`src/rtl/mult_pkg.sv`:
```
// Shared types and constants for the sequential shift/add multiplier.
package mult_pkg;

  localparam int MULT_DEFAULT_WIDTH = 8;

  typedef enum logic [1:0] {
    IDLE = 2'd0,
    CALC = 2'd1,
    DONE = 2'd2
  } mult_state_t;

endpackage

```
`src/rtl/seq_mult_ctrl.sv`:
```
// Control FSM for seq_mult_unit: sequences IDLE -> CALC -> DONE and the result handshake.
module seq_mult_ctrl
  import mult_pkg::*;
(
  input  logic SYS_CLOCK,
  input  logic SYS_RESET,
  input  logic start,
  input  logic f_ack,
  input  logic calc_last,
  output logic ready,
  output logic f_valid,
  output logic accept,
  output logic finish
);

  mult_state_t state, state_nxt;

  always_ff @(posedge SYS_CLOCK) begin
    if (SYS_RESET) state <= IDLE;
    else           state <= state_nxt;
  end

  always_comb begin
    state_nxt = state;
    unique case (state)
      IDLE:    if (start)     state_nxt = CALC;
      CALC:    if (calc_last) state_nxt = DONE;
      DONE:    if (f_ack)     state_nxt = IDLE;
      default:                state_nxt = IDLE;
    endcase
  end

  always_comb begin
    ready   = (state == IDLE);
    f_valid = (state == DONE);
    accept  = (state == IDLE) && start;
    finish  = (state == CALC) && calc_last;
  end

endmodule

```
`src/rtl/seq_mult_unit.sv`:
```
// Sequential unsigned shift/add multiplier, one multiplier bit per cycle.
// Optional early termination when the remaining multiplier is zero: define MULT_EARLY_TERM_EN.
module seq_mult_unit
  import mult_pkg::*;
#(
  parameter int WIDTH = MULT_DEFAULT_WIDTH
) (
  input  logic               SYS_CLOCK,
  input  logic               SYS_RESET,
  input  logic               START,
  input  logic [WIDTH-1:0]   A,
  input  logic [WIDTH-1:0]   B,
  output logic               READY,
  output logic [2*WIDTH-1:0] F_REG,
  output logic               F_VALID,
  input  logic               F_ACK
);

  localparam int CW = $clog2(WIDTH + 1);
  localparam logic [CW-1:0] CNT_MAX = CW'(WIDTH);

  logic [2*WIDTH-1:0] mcand, acc;
  logic [WIDTH-1:0]   mplier;
  logic [CW-1:0]      cnt;
  logic               accept, finish, calc_last, step, in_calc;

  // The exit decision looks at registered state, so the last CALC cycle only
  // transfers the finished accumulator into F_REG.
`ifdef MULT_EARLY_TERM_EN
  assign calc_last = (cnt == CNT_MAX) || ((cnt != '0) && (mplier == '0));
`else
  assign calc_last = (cnt == CNT_MAX);
`endif

  seq_mult_ctrl u_ctrl (
    .SYS_CLOCK (SYS_CLOCK),
    .SYS_RESET (SYS_RESET),
    .start     (START),
    .f_ack     (F_ACK),
    .calc_last (calc_last),
    .ready     (READY),
    .f_valid   (F_VALID),
    .accept    (accept),
    .finish    (finish)
  );

  // In CALC and not finishing; counter saturates at WIDTH by construction.
  assign in_calc = !READY && !F_VALID;
  assign step    = in_calc && !calc_last;

  always_ff @(posedge SYS_CLOCK) begin
    if (SYS_RESET) begin
      mcand  <= '0;
      mplier <= '0;
      acc    <= '0;
      cnt    <= '0;
    end else if (accept) begin
      mcand  <= {{WIDTH{1'b0}}, A};
      mplier <= B;
      acc    <= '0;
      cnt    <= '0;
    end else if (step) begin
      if (mplier[0]) acc <= acc + mcand;
      mcand  <= mcand << 1;
      mplier <= mplier >> 1;
      cnt    <= cnt + 1'b1;
    end
  end

  always_ff @(posedge SYS_CLOCK) begin
    if (SYS_RESET)   F_REG <= '0;
    else if (finish) F_REG <= acc;
  end

endmodule

```
`config.mk`:
```
export PLATFORM = sky130hd
export DESIGN_NAME = seq_mult_unit
export DESIGN_NICKNAME = d
export VERILOG_FILES = /design/src/rtl/mult_pkg.sv /design/src/rtl/seq_mult_ctrl.sv /design/src/rtl/seq_mult_unit.sv
export SDC_FILE = /design/constraint.sdc
export NUM_CORES = 1
export LEC_CHECK = 0
export CORE_MARGIN = 4
export CORE_UTILIZATION = 44
export DETAILED_ROUTE_END_ITERATION = 10
export PLACE_DENSITY = 0.66
export SLEW_MARGIN = 15
export SYNTH_ARGS = -nofsm -noshare
export SYNTH_HDL_FRONTEND = slang
export SYNTH_HIERARCHICAL = 1
export SYNTH_SLANG_ARGS = --single-unit
```
`constraint.sdc`:
```
create_clock -name SYS_CLOCK -period 6.37 [get_ports SYS_CLOCK]
set_clock_uncertainty 0.15 [all_clocks]
set_input_delay 1.911 -clock SYS_CLOCK [delete_from_list [all_inputs] [get_ports SYS_CLOCK]]
set_output_delay 1.911 -clock SYS_CLOCK [all_outputs]
set_load 0.02 [all_outputs]
```
# Word-level counts from Yosys, hierarchy flattened
# Cells that the tools add are included.
[word_totals]
output_inout_bits = 18
in_bits = 20
ff_bits = 62
elab_cells = 35
[op_classes]
addsub = 2
eq_ne = 6
muxes = 8
reduce_logical = 12
[ops]
columns = ["operator", "n"]
rows = [
  ["two-way mux 8 bit", 4],
  ["adder 16 bit", 1],
  ["two-way mux 2 bit", 3],
  ["case mux 2 bit (3 select lines)", 1],
  ["adder 4 x 1 -> 4 bit (second input constant)", 1],
  ["== test 4 bit (second input constant)", 1],
  ["logical AND 1 bit", 4],
  ["!= test 2 bit (second input constant)", 2],
  ["logical NOT 1 bit", 3],
  ["AND reduction 3 bit", 1],
  ["== test 2 x 1 -> 1 bit (second input constant)", 1],
  ["== test 2 bit (second input constant)", 1],
  ["logical NOT 2 bit", 1],
  ["!= test 2 x 1 -> 1 bit (second input constant)", 1],
  ["AND reduction 2 bit", 1],
  ["nonzero test 2 bit", 1],
  ["OR reduction 2 bit", 1],
]

# Longest topological paths before layout
[logic_depth]
word_depth = 6
ltp_mapped = 10
depth_no_buf = 8

# Cells and area by module
# The synthesis kept the hierarchy.
[modules_own_cells]
columns = ["mod", "area_per_inst_um2", "seq_area_each_um2", "n_inst", "cells_each"]
rows = [
  ["seq_mult_unit", 3002.9, 1201.2, 1, 382],
  ["seq_mult_ctrl", 100.1, 40.0, 1, 10],
]

# Worst setup path before layout
# No wires, ideal clock.
[synth_timing]
path_kind = "input to register"
start = "input port START"
end = "register acc[8]"
setup_time_ns = 0.062
path_stages = 6
setup_slack_ns = 2.988
n_path_buf = 2
required_time_ns = 6.158
t_arrival_ns = 3.170
path_cell_list = "and2_1 -> clkbuf_1 -> or2_2 -> clkbuf_1 -> or4_1 -> nand3_1"
[synth_between]
elab_chain_cells = 2
[synth_rtl]
columns = ["item", "line_no", "text"]
rows = [
  ["start, declared", "seq_mult_unit.sv:10", "input logic START,"],
  ["logical AND 1 bit", "seq_mult_ctrl.sv:36", "accept = (state == IDLE) && start;"],
  ["OR reduction 2 bit (no source line)", "-", ""],
  ["end signal, assigned", "seq_mult_unit.sv:63", "if (mplier[0]) acc <= acc + mcand;"],
  ["end, declared", "seq_mult_unit.sv:22", "logic [2*WIDTH-1:0] mcand, acc;"],
]
# No other way between the ends.
# A chain may end at the register's enable or synchronous reset.

# Worst setup path after layout
[layout_timing]
start = "input port START"
end = "register acc[11]"
[layout_between]
elab_chain_cells = 2
[layout_rtl]
columns = ["item", "line_no", "text"]
rows = [
  ["logical AND 1 bit", "seq_mult_ctrl.sv:36", ""],
  ["net accept", "seq_mult_unit.sv:25", "logic accept, finish, calc_last, step, in_calc;"],
  ["OR reduction 2 bit (no source line)", "-", ""],
]
# The timed path passes the listed nets, and every way through them passes these cells.

==> flow_summary.yaml <==
drt:
  wl_met1_um: 3074
  vias: 2744
  post_drt_wl_per_cell_um: 13.05
  top_layer: "met4"
  wl_met3_um: 341
  wirelength_um: 6746
  first_pass_iters: 4
  post-route-drc-count: 0
  via_per_inst: 5.308
  first_iter_violations: 142
  wl_met2_um: 3153
  drtAntennaViolNets: 0
die:
  core_sq_um: 6832
  die_w_um: 91.98
  die_area_sq_um: 8459
  die_h_um: 91.98
  io_pins: 38
  num_rows: 30
  initial_core_util: 0.4542
place:
  gp_congestion: 0.9336
  dp_cells: 501
  dpl.hpwl_um: 4775
  portBuffers: 37
critical_path:
  path_cells: "clkdlybuf4s50_1, and2_1, buf_4, nor2_1, nand2_1, o21ai_1"
  cp-endpoint: "acc[11]"
  arrival_ns: 3.85
  cp_slowest_cell: "nor2_1"
  startpoint_type: "primary input"
  crit_type: "primary input to flip-flop"
  cp_max_fo: 34
  reg2reg_from: "cnt[0]"
  max_stage_delay_ns: 0.78
  r2r_end: "acc[12]"
  cp_num_buf_inv: 2
  cp.required_ns: 6.49
  worstRegToRegCells: 8
  crit_cells: 6
  path_delay_family: "simple AND/OR/NAND/NOR gates"
  cp-startpoint: "START"
  reg2reg_slack_ns: 3.70
  cp-end-kind: "flip-flop"
timing:
  period_share: 0.5854
  slew-limit-headroom: 0.3473
  report.final.slew_viol_count: 0
  fmax_mhz: 268.2
  fin_crit_ns: 3.729
  worst_pin_slew_ns: 0.9755
  setup_viol: 0
  hold_viol: 0
  rsz0062_at_grt: "false"
  tns_ns: 0
cts:
  cts_made_buffers: 9
  clk_pin_slew_worst_paths_ns: 0.07
  cts_tree: "done"
  cts_root_buf: "clkbuf_8"
  ctsHtreeMaxLevel: 3
  hold_buffers: 0
  cts_resized: 0
  clkLatencyLatePin_ns: 0.34
  cts_setup_buffers: 0
  cts_sinks: 62
  clockBufferDepth: 2
synth:
  syn_avg_cell_area_sq_um: 7.916
  ys_types: 42
  netlist_area_sq_um: 3103
  yosysWarnings: 6
  ys_ff_latch: 62
  synth.top_cell.area_share: 0.4000
  yosysTopAreaCell: "dfxtp_1"
  syn_nets: 430
  synthArstFlopShare: 0
  ys_top_cells_by_area: "dfxtp_1 (40%), a21oi_1 (9.7%), nand2_1 (9.0%)"
  seq_area_frac_synth: 0.4000
  ys.flop_type: "dfxtp_1"
  synth_edf_count: 0
  synth_cells: 392
layout:
  post_layout_nonfiller_instances: 517
  fillers: 678
  antenna_cells: 0
  syn_to_final_growth_pct: 20.52
  layout_common_cells: "nand2_1 (74), dfxtp_1 (62), a21oi_1 (60), nor2_1 (47), clkdlybuf4s50_1 (37)"
  final_common_cell: "nand2_1"
  final_nets: 454
  drive_gt1_frac: 0.05463
pwr:
  power_density_nw_per_um2: 231.3
  power_leakage_nw: 1.409
  peakVddDrop_uv: 119.1
global_routing:
  grt_pass1_vias: 2612
  overflow: 0
  grt_pass1_wl_um: 11630
  antenna_found_initial: 0
  grt_max_degree: 37
  grt_usage: 0.1712
job:
  maxCapViolCount: 0
worst_hold_path:
  hp-class: "flip-flop to flip-flop"
run_status:
  status: "finished clean"
## where the power goes
part	switching [mW]	leakage, nW	internal, mW	total, mW
registers	0.00627	0.502	0.395	0.402
logic	0.0378	0.787	0.0268	0.0646
clock network	0.147	0.120	0.252	0.399
## stage by stage
stage | setup WS, ns | cell area (sq um) | power [mW] | utilization | hold slack [ns]
2_1_floorplan | 2.988 | 3103 | 0.4524 | - | 0.2909
3_3_place_gp | 2.311 | 3506 | 0.4735 | 0.5132 | 0.3086
5_1_grt | 2.516 | 3740 | 0.9027 | 0.5474 | 0.3514
6_report | 2.641 | 3740 | 0.8651 | 0.5474 | 0.3244
3_5_place_dp | 2.294 | 3506 | 0.4746 | 0.5132 | 0.3151
4_1_cts | 2.613 | 3740 | 0.8757 | 0.5474 | 0.3245
## synthesized netlist by cell type (all sizes together) (2+ instances only)
master  count
nand2      74
dfxtp      62
a21oi      60
nor2       47
clkbuf     19
mux2i      18
ha         17
nand3      14
o21ai      11
buf         8
nand4       7
xnor2       7
a21o        5
inv         4
nor3        4
o211ai      4
xor2        4
o21bai      3
a211oi      2
and2        2
and3b       2
or4         2
## how the worst min path moves through the flow
stage                          startpoint              end  cells after the start
after global routing             mcand[9]         mcand[9]                      2
final                           mcand[15]        mcand[15]                      2
after floorplan           u_ctrl/state[1]  u_ctrl/state[0]                      1
after global placement          mcand[15]        mcand[15]                      2
after detailed placement        mcand[15]        mcand[15]                      2
after CTS                       mcand[15]        mcand[15]                      2
## sequential cells by signal, summed over array words and instances (netlist names)
| register | flops |
|---|---|
| F_REG | 16 |
| acc | 16 |
| cnt | 4 |
| mcand | 16 |
| mplier | 8 |
| u_ctrl/state | 2 |
## per-layer routing
layer	global-route usage	up-vias
li1	-	1404
met2	0.2865	64
met3	0.04676	13
met1	0.2027	1263
met5	0	-
met4	0.08045	0
## worst min-delay path, delay by kind of cell (launching register included)
family | cells | cell delay (ns)
AO/OA/AOI/OAI | 1 | 0.06
AND/OR/NAND/NOR | 1 | 0.05
flip-flops | 1 | 0.32
## area by class of cell
class	count	area [sq um]	share of cell area
sequential	62	1241	0.3319
clock buffer	13	168.9	0.04517
timing repair buffer	40	392.9	0.1051
tap	96	120.1	0.03212
multi-input combinational	299	1737	0.4644
clock inverter	3	65.06	0.01740
inverter	4	15.01	0.004015
## kinds of logic after synthesis
family                   count (synthesis)  synth area share
XOR/XNOR                                11           0.03105
flip-flops                              62            0.4000
multiplexers                            18           0.05806
adder cells (fa/ha/maj)                 18           0.07500
AND/OR/NAND/NOR                        160            0.2278
AO/OA/AOI/OAI                           92            0.1677
buffers and inverters                   31           0.04032
Note: power is estimated with default switching activity, not from simulation.
